[src/rtl/dqs_calib_pkg.sv]
// Shared types and constants for the read-DQS delay calibration controller.
package dqs_calib_pkg;

  localparam int TAP_W    = 3;
  localparam int NUM_TAPS = 8;

  localparam logic [TAP_W-1:0] DEFAULT_TAP = 3'd3;

  typedef enum logic [2:0] {
    IDLE,
    SETTLE,
    ISSUE,
    WAIT,
    NEXT,
    EVAL,
    APPLY
  } state_e;

endpackage

[src/rtl/dqs_win_find.sv]
// Sequential longest-run scanner over the tap pass map, one tap per cycle.
// rdy marks the last scan step; best_start/best_len are final on the next cycle.
module dqs_win_find
  import dqs_calib_pkg::*;
(
  input  logic                clk,
  input  logic                rst,
  input  logic [NUM_TAPS-1:0] pass_map_i,
  input  logic                go_i,
  output logic [TAP_W-1:0]    best_start_o,
  output logic [TAP_W:0]      best_len_o,
  output logic                rdy_o
);

  logic [NUM_TAPS-1:0] map_q, map_d;
  logic [TAP_W-1:0]    idx_q, idx_d;
  logic                act_q, act_d;
  logic [TAP_W-1:0]    cs_q, cs_d;
  logic [TAP_W:0]      cl_q, cl_d;
  logic [TAP_W-1:0]    bs_q, bs_d;
  logic [TAP_W:0]      bl_q, bl_d;
  logic [TAP_W-1:0]    run_s;
  logic [TAP_W:0]      run_l;

  always_ff @(posedge clk or posedge rst) begin
    if (rst) begin
      map_q <= '0;
      idx_q <= '0;
      act_q <= 1'b0;
      cs_q  <= '0;
      cl_q  <= '0;
      bs_q  <= '0;
      bl_q  <= '0;
    end else begin
      map_q <= map_d;
      idx_q <= idx_d;
      act_q <= act_d;
      cs_q  <= cs_d;
      cl_q  <= cl_d;
      bs_q  <= bs_d;
      bl_q  <= bl_d;
    end
  end

  always_comb begin
    map_d = map_q;
    idx_d = idx_q;
    act_d = act_q;
    cs_d  = cs_q;
    cl_d  = cl_q;
    bs_d  = bs_q;
    bl_d  = bl_q;
    run_s = cs_q;
    run_l = cl_q;
    if (go_i) begin
      map_d = pass_map_i;
      idx_d = '0;
      act_d = 1'b1;
      cs_d  = '0;
      cl_d  = '0;
      bs_d  = '0;
      bl_d  = '0;
    end else if (act_q) begin
      if (map_q[idx_q]) begin
        if (cl_q == '0) begin
          run_s = idx_q;
          run_l = 4'd1;
        end else begin
          run_s = cs_q;
          run_l = cl_q + 4'd1;
        end
        cs_d = run_s;
        cl_d = run_l;
        // Strictly longer only, so an equal later run keeps the lower start
        if (run_l > bl_q) begin
          bs_d = run_s;
          bl_d = run_l;
        end
      end else begin
        cl_d = '0;
      end
      idx_d = idx_q + 3'd1;
      if (idx_q == 3'(NUM_TAPS - 1)) act_d = 1'b0;
    end
  end

  assign best_start_o = bs_q;
  assign best_len_o   = bl_q;
  assign rdy_o        = act_q && (idx_q == 3'(NUM_TAPS - 1));

endmodule

[src/rtl/dqs_dly_calib.sv]
// Read-DQS delay calibration: sweeps all taps with training reads,
// then centres the delay buffer on the longest passing window.
module dqs_dly_calib #(
  parameter int unsigned SETTLE_CYCLES   = 4,
  parameter int unsigned SAMPLES_PER_TAP = 16,
  parameter int unsigned TIMEOUT_CYCLES  = 64,
  parameter logic [dqs_calib_pkg::TAP_W-1:0] DEFAULT_TAP =
    dqs_calib_pkg::DEFAULT_TAP
) (
  input  logic                            clk,
  input  logic                            rst,
  input  logic                            start,
  output logic                            trig_rd,
  input  logic                            cmp_valid,
  input  logic                            cmp_pass,
  output logic [dqs_calib_pkg::TAP_W-1:0] dly_sel,
  output logic                            busy,
  output logic                            done,
  output logic                            fail,
  output logic [dqs_calib_pkg::NUM_TAPS-1:0] pass_map,
  output logic [dqs_calib_pkg::TAP_W-1:0] win_first,
  output logic [dqs_calib_pkg::TAP_W-1:0] win_last
);

  import dqs_calib_pkg::*;

  localparam int TW = $clog2(TIMEOUT_CYCLES + 1);

  state_e              state_q, state_d;
  logic [TAP_W-1:0]    tap_q, tap_d;
  logic [3:0]          cnt_q, cnt_d;
  logic [TW-1:0]       tmo_q, tmo_d;
  logic [7:0]          smp_q, smp_d;
  logic                flag_q, flag_d;
  logic [NUM_TAPS-1:0] map_q, map_d;
  logic                done_q, done_d;
  logic                fail_q, fail_d;
  logic [TAP_W-1:0]    dly_q, dly_d;
  logic [TAP_W-1:0]    wf_q, wf_d;
  logic [TAP_W-1:0]    wl_q, wl_d;

  logic                win_go;
  logic                win_rdy;
  logic [TAP_W-1:0]    best_start;
  logic [TAP_W:0]      best_len;

  dqs_win_find u_win_find (
    .clk          (clk),
    .rst          (rst),
    .pass_map_i   (map_d),
    .go_i         (win_go),
    .best_start_o (best_start),
    .best_len_o   (best_len),
    .rdy_o        (win_rdy)
  );

  always_ff @(posedge clk or posedge rst) begin
    if (rst) begin
      state_q <= IDLE;
      tap_q   <= '0;
      cnt_q   <= '0;
      tmo_q   <= '0;
      smp_q   <= '0;
      flag_q  <= 1'b0;
      map_q   <= '0;
      done_q  <= 1'b0;
      fail_q  <= 1'b0;
      dly_q   <= DEFAULT_TAP;
      wf_q    <= '0;
      wl_q    <= '0;
    end else begin
      state_q <= state_d;
      tap_q   <= tap_d;
      cnt_q   <= cnt_d;
      tmo_q   <= tmo_d;
      smp_q   <= smp_d;
      flag_q  <= flag_d;
      map_q   <= map_d;
      done_q  <= done_d;
      fail_q  <= fail_d;
      dly_q   <= dly_d;
      wf_q    <= wf_d;
      wl_q    <= wl_d;
    end
  end

  always_comb begin
    state_d = state_q;
    tap_d   = tap_q;
    cnt_d   = cnt_q;
    tmo_d   = tmo_q;
    smp_d   = smp_q;
    flag_d  = flag_q;
    map_d   = map_q;
    done_d  = done_q;
    fail_d  = fail_q;
    dly_d   = dly_q;
    wf_d    = wf_q;
    wl_d    = wl_q;
    win_go  = 1'b0;
    unique case (state_q)
      IDLE: begin
        if (start) begin
          done_d  = 1'b0;
          fail_d  = 1'b0;
          map_d   = '0;
          tap_d   = '0;
          dly_d   = '0;
          cnt_d   = '0;
          smp_d   = '0;
          flag_d  = 1'b0;
          state_d = SETTLE;
        end
      end
      SETTLE: begin
        if (cnt_q == 4'(SETTLE_CYCLES - 1)) begin
          cnt_d   = '0;
          state_d = ISSUE;
        end else begin
          cnt_d = cnt_q + 4'd1;
        end
      end
      ISSUE: begin
        tmo_d   = '0;
        state_d = WAIT;
      end
      WAIT: begin
        // A response in the timeout cycle still counts as a response
        if (cmp_valid || tmo_q == TW'(TIMEOUT_CYCLES - 1)) begin
          if (!(cmp_valid && cmp_pass)) flag_d = 1'b1;
          if (smp_q == 8'(SAMPLES_PER_TAP - 1)) begin
            smp_d   = '0;
            state_d = NEXT;
          end else begin
            smp_d   = smp_q + 8'd1;
            state_d = ISSUE;
          end
        end else begin
          tmo_d = tmo_q + 1'b1;
        end
      end
      NEXT: begin
        map_d[tap_q] = ~flag_q;
        flag_d       = 1'b0;
        if (tap_q == 3'(NUM_TAPS - 1)) begin
          win_go  = 1'b1;
          state_d = EVAL;
        end else begin
          tap_d   = tap_q + 3'd1;
          dly_d   = tap_q + 3'd1;
          state_d = SETTLE;
        end
      end
      EVAL: begin
        if (win_rdy) state_d = APPLY;
      end
      APPLY: begin
        done_d  = 1'b1;
        state_d = IDLE;
        if (best_len == '0) begin
          fail_d = 1'b1;
          dly_d  = DEFAULT_TAP;
          wf_d   = '0;
          wl_d   = '0;
        end else begin
          wf_d  = best_start;
          wl_d  = best_start + 3'(best_len - 4'd1);
          dly_d = best_start + 3'((best_len - 4'd1) >> 1);
        end
      end
      default: state_d = IDLE;
    endcase
  end

  always_comb begin
    trig_rd = (state_q == ISSUE);
    busy    = (state_q != IDLE);
  end

  assign dly_sel   = dly_q;
  assign done      = done_q;
  assign fail      = fail_q;
  assign pass_map  = map_q;
  assign win_first = wf_q;
  assign win_last  = wl_q;

endmodule

[config.mk]
export PLATFORM = sky130hd
export DESIGN_NAME = dqs_dly_calib
export DESIGN_NICKNAME = d
export VERILOG_FILES = /design/src/rtl/dqs_calib_pkg.sv /design/src/rtl/dqs_win_find.sv /design/src/rtl/dqs_dly_calib.sv
export SDC_FILE = /design/constraint.sdc
export NUM_CORES = 1
export LEC_CHECK = 0
export BUFFER_PORTS_ARGS = -buffer_cell sky130_fd_sc_hd__buf_2
export CORE_MARGIN = 4
export CORE_UTILIZATION = 28
export DETAILED_ROUTE_END_ITERATION = 10
export PLACE_DENSITY = 0.51
export SYNTH_ARGS = -nofsm -noshare
export SYNTH_HDL_FRONTEND = slang
export SYNTH_HIERARCHICAL = 1
export SYNTH_SLANG_ARGS = --single-unit
export TNS_END_PERCENT = 100
[constraint.sdc]
create_clock -name clk -period 3.7 [get_ports clk]
set_input_delay 0.37 -clock clk [delete_from_list [all_inputs] [get_ports clk]]
set_output_delay 0.37 -clock clk [all_outputs]
set_load 0.02 [all_outputs]
# After elaboration in Yosys (flattened, before gate mapping)
# Cells that the tools add are included.
dict set report op_classes {
  order_cmp 4
  bitwise_logic 1
  mux 63
  n_addsub 9
  n_reduce_logical 29
  eq_ne 19
}
# operator count
set ops {}
lappend ops {{$mux 3} 21}
lappend ops {{$mux 4} 13}
lappend ops {{$mux 8} 4}
lappend ops {{$pmux 8 s2} 2}
lappend ops {{$pmux 3 s6} 1}
lappend ops {{$reduce_bool 2->1} 8}
lappend ops {{$eq 3x3->1 const B} 5}
lappend ops {{$reduce_and 3->1} 5}
lappend ops {{$ne 2x2->1 const B} 7}
lappend ops {{$pmux 7 s2} 1}
lappend ops {{$mux 1} 11}
lappend ops {{$pmux 3 s3} 1}
lappend ops {{$reduce_bool 3->1} 3}
lappend ops {{$add 4x1->4 const B} 2}
lappend ops {{$add 8x1->8 const B} 1}
lappend ops {{$bwmux 8} 1}
lappend ops {{$eq 8x4->1 const B} 1}
lappend ops {{$logic_not 4->1} 2}
lappend ops {{$lt 3x4->1 const B} 2}
lappend ops {{$pmux 4 s2} 1}
lappend ops {{$reduce_and 2->1} 4}
lappend ops {{$reduce_and 4->1} 2}
lappend ops {{$add 7x1->7 const B} 1}
lappend ops {{$eq 7x6->1 const B} 1}
lappend ops {{19 further kinds} 25}
dict set report totals {
  out_inout_bits 21
  elab_cells 144
  inputBits 5
  register_bits 71
}

# Longest topological paths before layout
dict set report depth {
  word_depth 10
  mapped_depth 13
  ltp_nobuf 12
}

# By module
# The synthesis kept the hierarchy.
# module cells_per_inst area_each_um2 seq_area_each_um2 n_inst
set modules_own_cells {}
lappend modules_own_cells {dqs_dly_calib 252 2541.2 1128.6 1}
lappend modules_own_cells {dqs_win_find 126 1386.3 650.6 1}

# Worst setup path after synthesis
# Ideal clock, no wire load.
dict set report synth_timing {
  path_kind {flip-flop to flip-flop}
  start {register u_win_find.cl_q[0]}
  end {register u_win_find.bl_q[3], in the netlist u_win_find/best_len_o[3]}
  stages_incl_launch_ff 13
  arrival_time_ns 2.304
  synth_period_minus_slack_ns 2.430
  setup_ns 0.126
  n_path_buf 1
  slack_ns 1.270
  t_required_ns 3.574
  cell_sequence {dfrtp_1 inv_1 ha_1 nor2b_1 nor2b_1 nor2_1 ha_1 inv_1 a21o_1 a31oi_1 a21o_4 buf_8 o311a_1}
}
dict set report synth_via {
  elab_chain_len 9
  word_cells_on_any_way 13
  cone_classes {add/sub (1); order compare (1); mux (8); reduce/logical (3)}
}
# item line
set synth_rtl {}
lappend synth_rtl {{start, declared} dqs_win_find.sv:19} ;# logic [TAP_W:0] cl_q, cl_d;
lappend synth_rtl {{start signal, assigned} dqs_win_find.sv:39} ;# cl_q <= cl_d;
lappend synth_rtl {{$add 4x1->4 / $logic_not 4->1 (equally long branches)} {dqs_win_find.sv:70, dqs_win_find.sv:65}}
lappend synth_rtl {{$mux 4 *} dqs_win_find.sv:65} ;# if (cl_q == '0) begin
lappend synth_rtl {{$mux 4 *} dqs_win_find.sv:64} ;# if (map_q[idx_q]) begin
lappend synth_rtl {{$mux 4 *} dqs_win_find.sv:63} ;# end else if (act_q) begin
lappend synth_rtl {{$mux 4 *} dqs_win_find.sv:55} ;# if (go_i) begin
lappend synth_rtl {{parallel branches: the longest is 4 deep, another holds $gt 4x4->1} n/a}
lappend synth_rtl {{end signal, assigned} dqs_win_find.sv:41} ;# bl_q <= bl_d;
lappend synth_rtl {{end, declared} dqs_win_find.sv:21} ;# logic [TAP_W:0] bl_q, bl_d;
# Mark *: on every way between the ends. The select of a mux whose other input is x is not followed.
# A chain may end at the register's enable or synchronous reset.

# Final worst setup path
dict set report layout_timing {
  start {register u_win_find.cl_q[0]}
  end {register u_win_find.bl_q[0], in the netlist u_win_find/best_len_o[0]}
}
# Same word-level chain as after synthesis.

==> out/summary.json <==
{
  "status": {"value": "complete, no violations"},
  "post_synth_most_frequent_cells": {"value": "sky130_fd_sc_hd__dfrtp_1, sky130_fd_sc_hd__inv_1, sky130_fd_sc_hd__nor2_1"},
  "drt_iter0_markers": {"value": 257},
  "startpoint_type": {"value": "register"},
  "floorplan.die.height": {"value": 126.4, "unit": "microns"},
  "min-delay-path-class": {"value": "primary input to asynchronous set/reset pin"},
  "drt_first_pass_iters": {"value": 4},
  "antenna_violations_before_repair": {"value": 0},
  "synthArstFlopShare": {"value": 100.0, "unit": "%"},
  "antenna_cells": {"value": 0},
  "grt_util_all_layers": {"value": 11.23, "unit": "%"},
  "netlist_area": {"value": 3928, "unit": "sq um"},
  "clock_slew_at_reported_path_ffs": {"value": 60, "unit": "ps"},
  "synth.top_cells.by_area": {"value": "sky130_fd_sc_hd__dfrtp_1, sky130_fd_sc_hd__ha_1, sky130_fd_sc_hd__mux2_2"},
  "grt_overflow": {"value": 0},
  "timing.setup.tns": {"value": 0, "unit": "ps"},
  "cts_repair_resize_count": {"value": 0},
  "numCtsBuffers": {"value": 9},
  "worst_skew_pair.late_latency": {"value": 330, "unit": "ps"},
  "synth_cell_type_count": {"value": 71},
  "clock-skew-final": {"value": 8.614, "unit": "ps"},
  "fin_worst_hold_slack": {"value": 269.0, "unit": "ps"},
  "grt_setup_unrepaired": {"value": "no"},
  "final.period_utilization": {"value": 72.72, "unit": "%"},
  "final_number_of_hold_violating_endpoints": {"value": 0},
  "timing.fmax": {"value": 371.6, "unit": "MHz"},
  "critPathMaxStageDelay": {"value": 400, "unit": "ps"},
  "route.detailed.drc": {"value": 0},
  "wire_length_of_the_first_global_routing_pass": {"value": 14590, "unit": "microns"},
  "gpl.final_weighted_congestion": {"value": 0.7766},
  "post_cts_hold_buffer_count": {"value": 0},
  "final_antenna_net_count": {"value": 0},
  "total_leakage_power": {"value": 0.002001, "unit": "uW"},
  "finalWorstPathRequiredPeriod": {"value": 2691, "unit": "ps"},
  "criticalPathCategory": {"value": "register to register"},
  "detailroute.via_count": {"value": 2848},
  "synth_top_area_share": {"value": 43.96, "unit": "%"},
  "area_growth_syn_to_layout": {"value": 13.70, "unit": "%"},
  "finish.instance_area": {"value": 4466, "unit": "sq um"},
  "dieArea": {"value": 15990, "unit": "sq um"},
  "final_core_utilization": {"value": 32.30, "unit": "%"},
  "critical_path.cell_chain": {"value": "inv_1, ha_1, nor2b_1, nor2b_1, nor2_1, ha_1, inv_1, a21o_1, a31oi_1, a21o_4, or3_1, a21oi_1"},
  "wire_per_inst": {"value": 14.70, "unit": "microns"},
  "clock_sink_count": {"value": 71},
  "finalSetupViolations": {"value": 0},
  "worstMarginPinSlew": {"value": 996.1, "unit": "ps"},
  "cts_max_level": {"value": 3},
  "syn_nets": {"value": 401},
  "synth_largest_area_cell": {"value": "sky130_fd_sc_hd__dfrtp_1"},
  "cp-end-kind": {"value": "register"},
  "cts.repair_timing.setup_buffer_count": {"value": 0},
  "synth_warnings": {"value": 6},
  "crit_path_max_fanout": {"value": 14},
  "fp.coreArea": {"value": 13830, "unit": "sq um"},
  "crit_buf_inv": {"value": 2},
  "final_net_count": {"value": 421},
  "power.ir.vdd_worst": {"value": 0.2212, "unit": "mV"},
  "max_cap_viol_count": {"value": 0},
  "floorplan.die.width": {"value": 126.4, "unit": "microns"},
  "dp_hpwl": {"value": 6122, "unit": "microns"},
  "yosys_most_used_dff": {"value": "sky130_fd_sc_hd__dfrtp_1"},
  "totalWireLength": {"value": 8572, "unit": "microns"},
  "synth_enable_flop_cells": {"value": 0},
  "num_rows": {"value": 43},
  "layout-drive-gt1-share": {"value": 17.87, "unit": "%"},
  "cp.required": {"value": 3960, "unit": "ps"},
  "worst-endpoint-arrival": {"value": 2950, "unit": "ps"},
  "ctsLongestPathBuffers": {"value": 2},
  "yosys_register_bits": {"value": 71},
  "via_per_inst": {"value": 4.885},
  "cts_root_buf": {"value": "sky130_fd_sc_hd__clkbuf_16"},
  "final_max_slew_viol_count": {"value": 0},
  "worst_path_max_delay_cell": {"value": "sky130_fd_sc_hd__dfrtp_1"},
  "timing.reg2reg.setup_slack": {"value": 1010, "unit": "ps"},
  "syn-mean-instance-area": {"value": 10.39, "unit": "sq um"},
  "grt_max_degree": {"value": 46},
  "tightest_slew_margin_relative_to_the_limit": {"value": 33.49, "unit": "%"},
  "num_io_pins": {"value": 26},
  "synth-seq-area-share": {"value": 45.30, "unit": "%"},
  "io_buffers": {"value": 25},
  "grt_pass1_vias": {"value": 2853},
  "critical-path-top-delay-family": {"value": "simple AND/OR/NAND/NOR gates"},
  "dpl-instance-area": {"value": 4187, "unit": "sq um"},
  "regToRegStartpoint": {"value": "u_win_find/cl_q[0]"},
  "synth_cells": {"value": 378},
  "capture_instance_of_the_worst_register_to_register_path": {"value": "u_win_find/best_len_o[0]"},
  "worst_r2r_path_depth": {"value": 12},
  "initial_utilization": {"value": 28.40, "unit": "%"},
  "tritoncts_clock_tree": {"value": "done"},
  "yosys.cell_count.top_type": {"value": "sky130_fd_sc_hd__dfrtp_1"},
  "p_per_area": {"value": 522.3, "unit": "nW/um^2"}
}
cell type report:
class	count	area, sq um
sequential	71	1779
clock inverter	3	18.77
inverter	28	105.1
clock buffer	13	260.3
multi-input combinational	262	1944
tap	180	225.2
fill	1399	9361
timing repair buffer	26	132.6
cells by family after synthesis:
logic type	after synthesis	share of synthesized area, %
simple gates	114	15.58
compound gates	99	18.70
flops	71	45.30
buf+inv	45	5.192
mux	20	6.308
fa+ha+maj	18	6.117
xor+xnor	11	2.804
per-layer routing:
layer | routed length (microns) | GRT usage (%) | vias to the layer above
met4 | 116 | 3.596 | 0
met1 | 4134 | 15.13 | 1385
met2 | 4120 | 17.59 | 31
met5 | 0 | 0 | -
li1 | - | - | 1421
met3 | 201 | 3.032 | 11
layout by cell type (no fill, tap or decap), types with 6 or more instances in the layout:
cell	instances
sky130_fd_sc_hd__dfrtp_1	69
sky130_fd_sc_hd__inv_1	27
sky130_fd_sc_hd__a31oi_1	6
sky130_fd_sc_hd__o21ai_0	23
sky130_fd_sc_hd__mux2i_1	6
sky130_fd_sc_hd__nor2_1	26
sky130_fd_sc_hd__o211ai_1	7
sky130_fd_sc_hd__mux2_2	11
sky130_fd_sc_hd__ha_1	16
sky130_fd_sc_hd__clkbuf_16	9
sky130_fd_sc_hd__xnor2_1	7
sky130_fd_sc_hd__a22o_1	12
sky130_fd_sc_hd__nand2_1	24
sky130_fd_sc_hd__a21oi_1	9
sky130_fd_sc_hd__nand3_1	19
sky130_fd_sc_hd__buf_2	25
worst max path at each step:
stage | startpoint | to | slack (ps) | cells past startpoint
after floorplan | u_win_find/cl_q[0] | u_win_find/best_len_o[3] | 1270 | 12
after global placement | u_win_find/cl_q[0] | u_win_find/best_len_o[0] | 1130 | 12
after detailed placement | u_win_find/cl_q[0] | u_win_find/best_len_o[3] | 1040 | 10
after CTS | u_win_find/cl_q[0] | u_win_find/best_len_o[0] | 1030 | 12
after global routing | u_win_find/cl_q[0] | u_win_find/best_len_o[3] | 780 | 10
final | u_win_find/cl_q[0] | u_win_find/best_len_o[0] | 1010 | 12
registers in the layout (all words and copies together), names as in the netlist:
signal / count
tmo_q: 7
u_win_find/idx_q: 3
dly_sel: 3
u_win_find/best_len_o: 4
smp_q: 8
u_win_find/best_start_o: 3
fail: 1
win_first: 3
tap_q: 3
u_win_find/cl_q: 4
u_win_find/cs_q: 3
flag_q: 1
cnt_q: 4
win_last: 3
state_q: 3
u_win_find/map_q: 8
u_win_find/act_q: 1
pass_map: 8
done: 1
metrics by stage:
step,worst slack [ps],power (uW),instances
after floorplan,1270,1410,378
after global placement,1126,1534,567
after detailed placement,1035,1542,567
after CTS,1027,2365,583
after global routing,780.8,2473,583
final,1009,2332,583
where the power goes:
| group | switching, uW | internal (uW) | leakage [uW] |
|---|---|---|---|
| clock network | 317 | 489 | 0.000140 |
| registers | 134 | 878 | 0.000953 |
| logic | 312 | 202 | 0.000908 |
(Power assumes the default switching activity.)
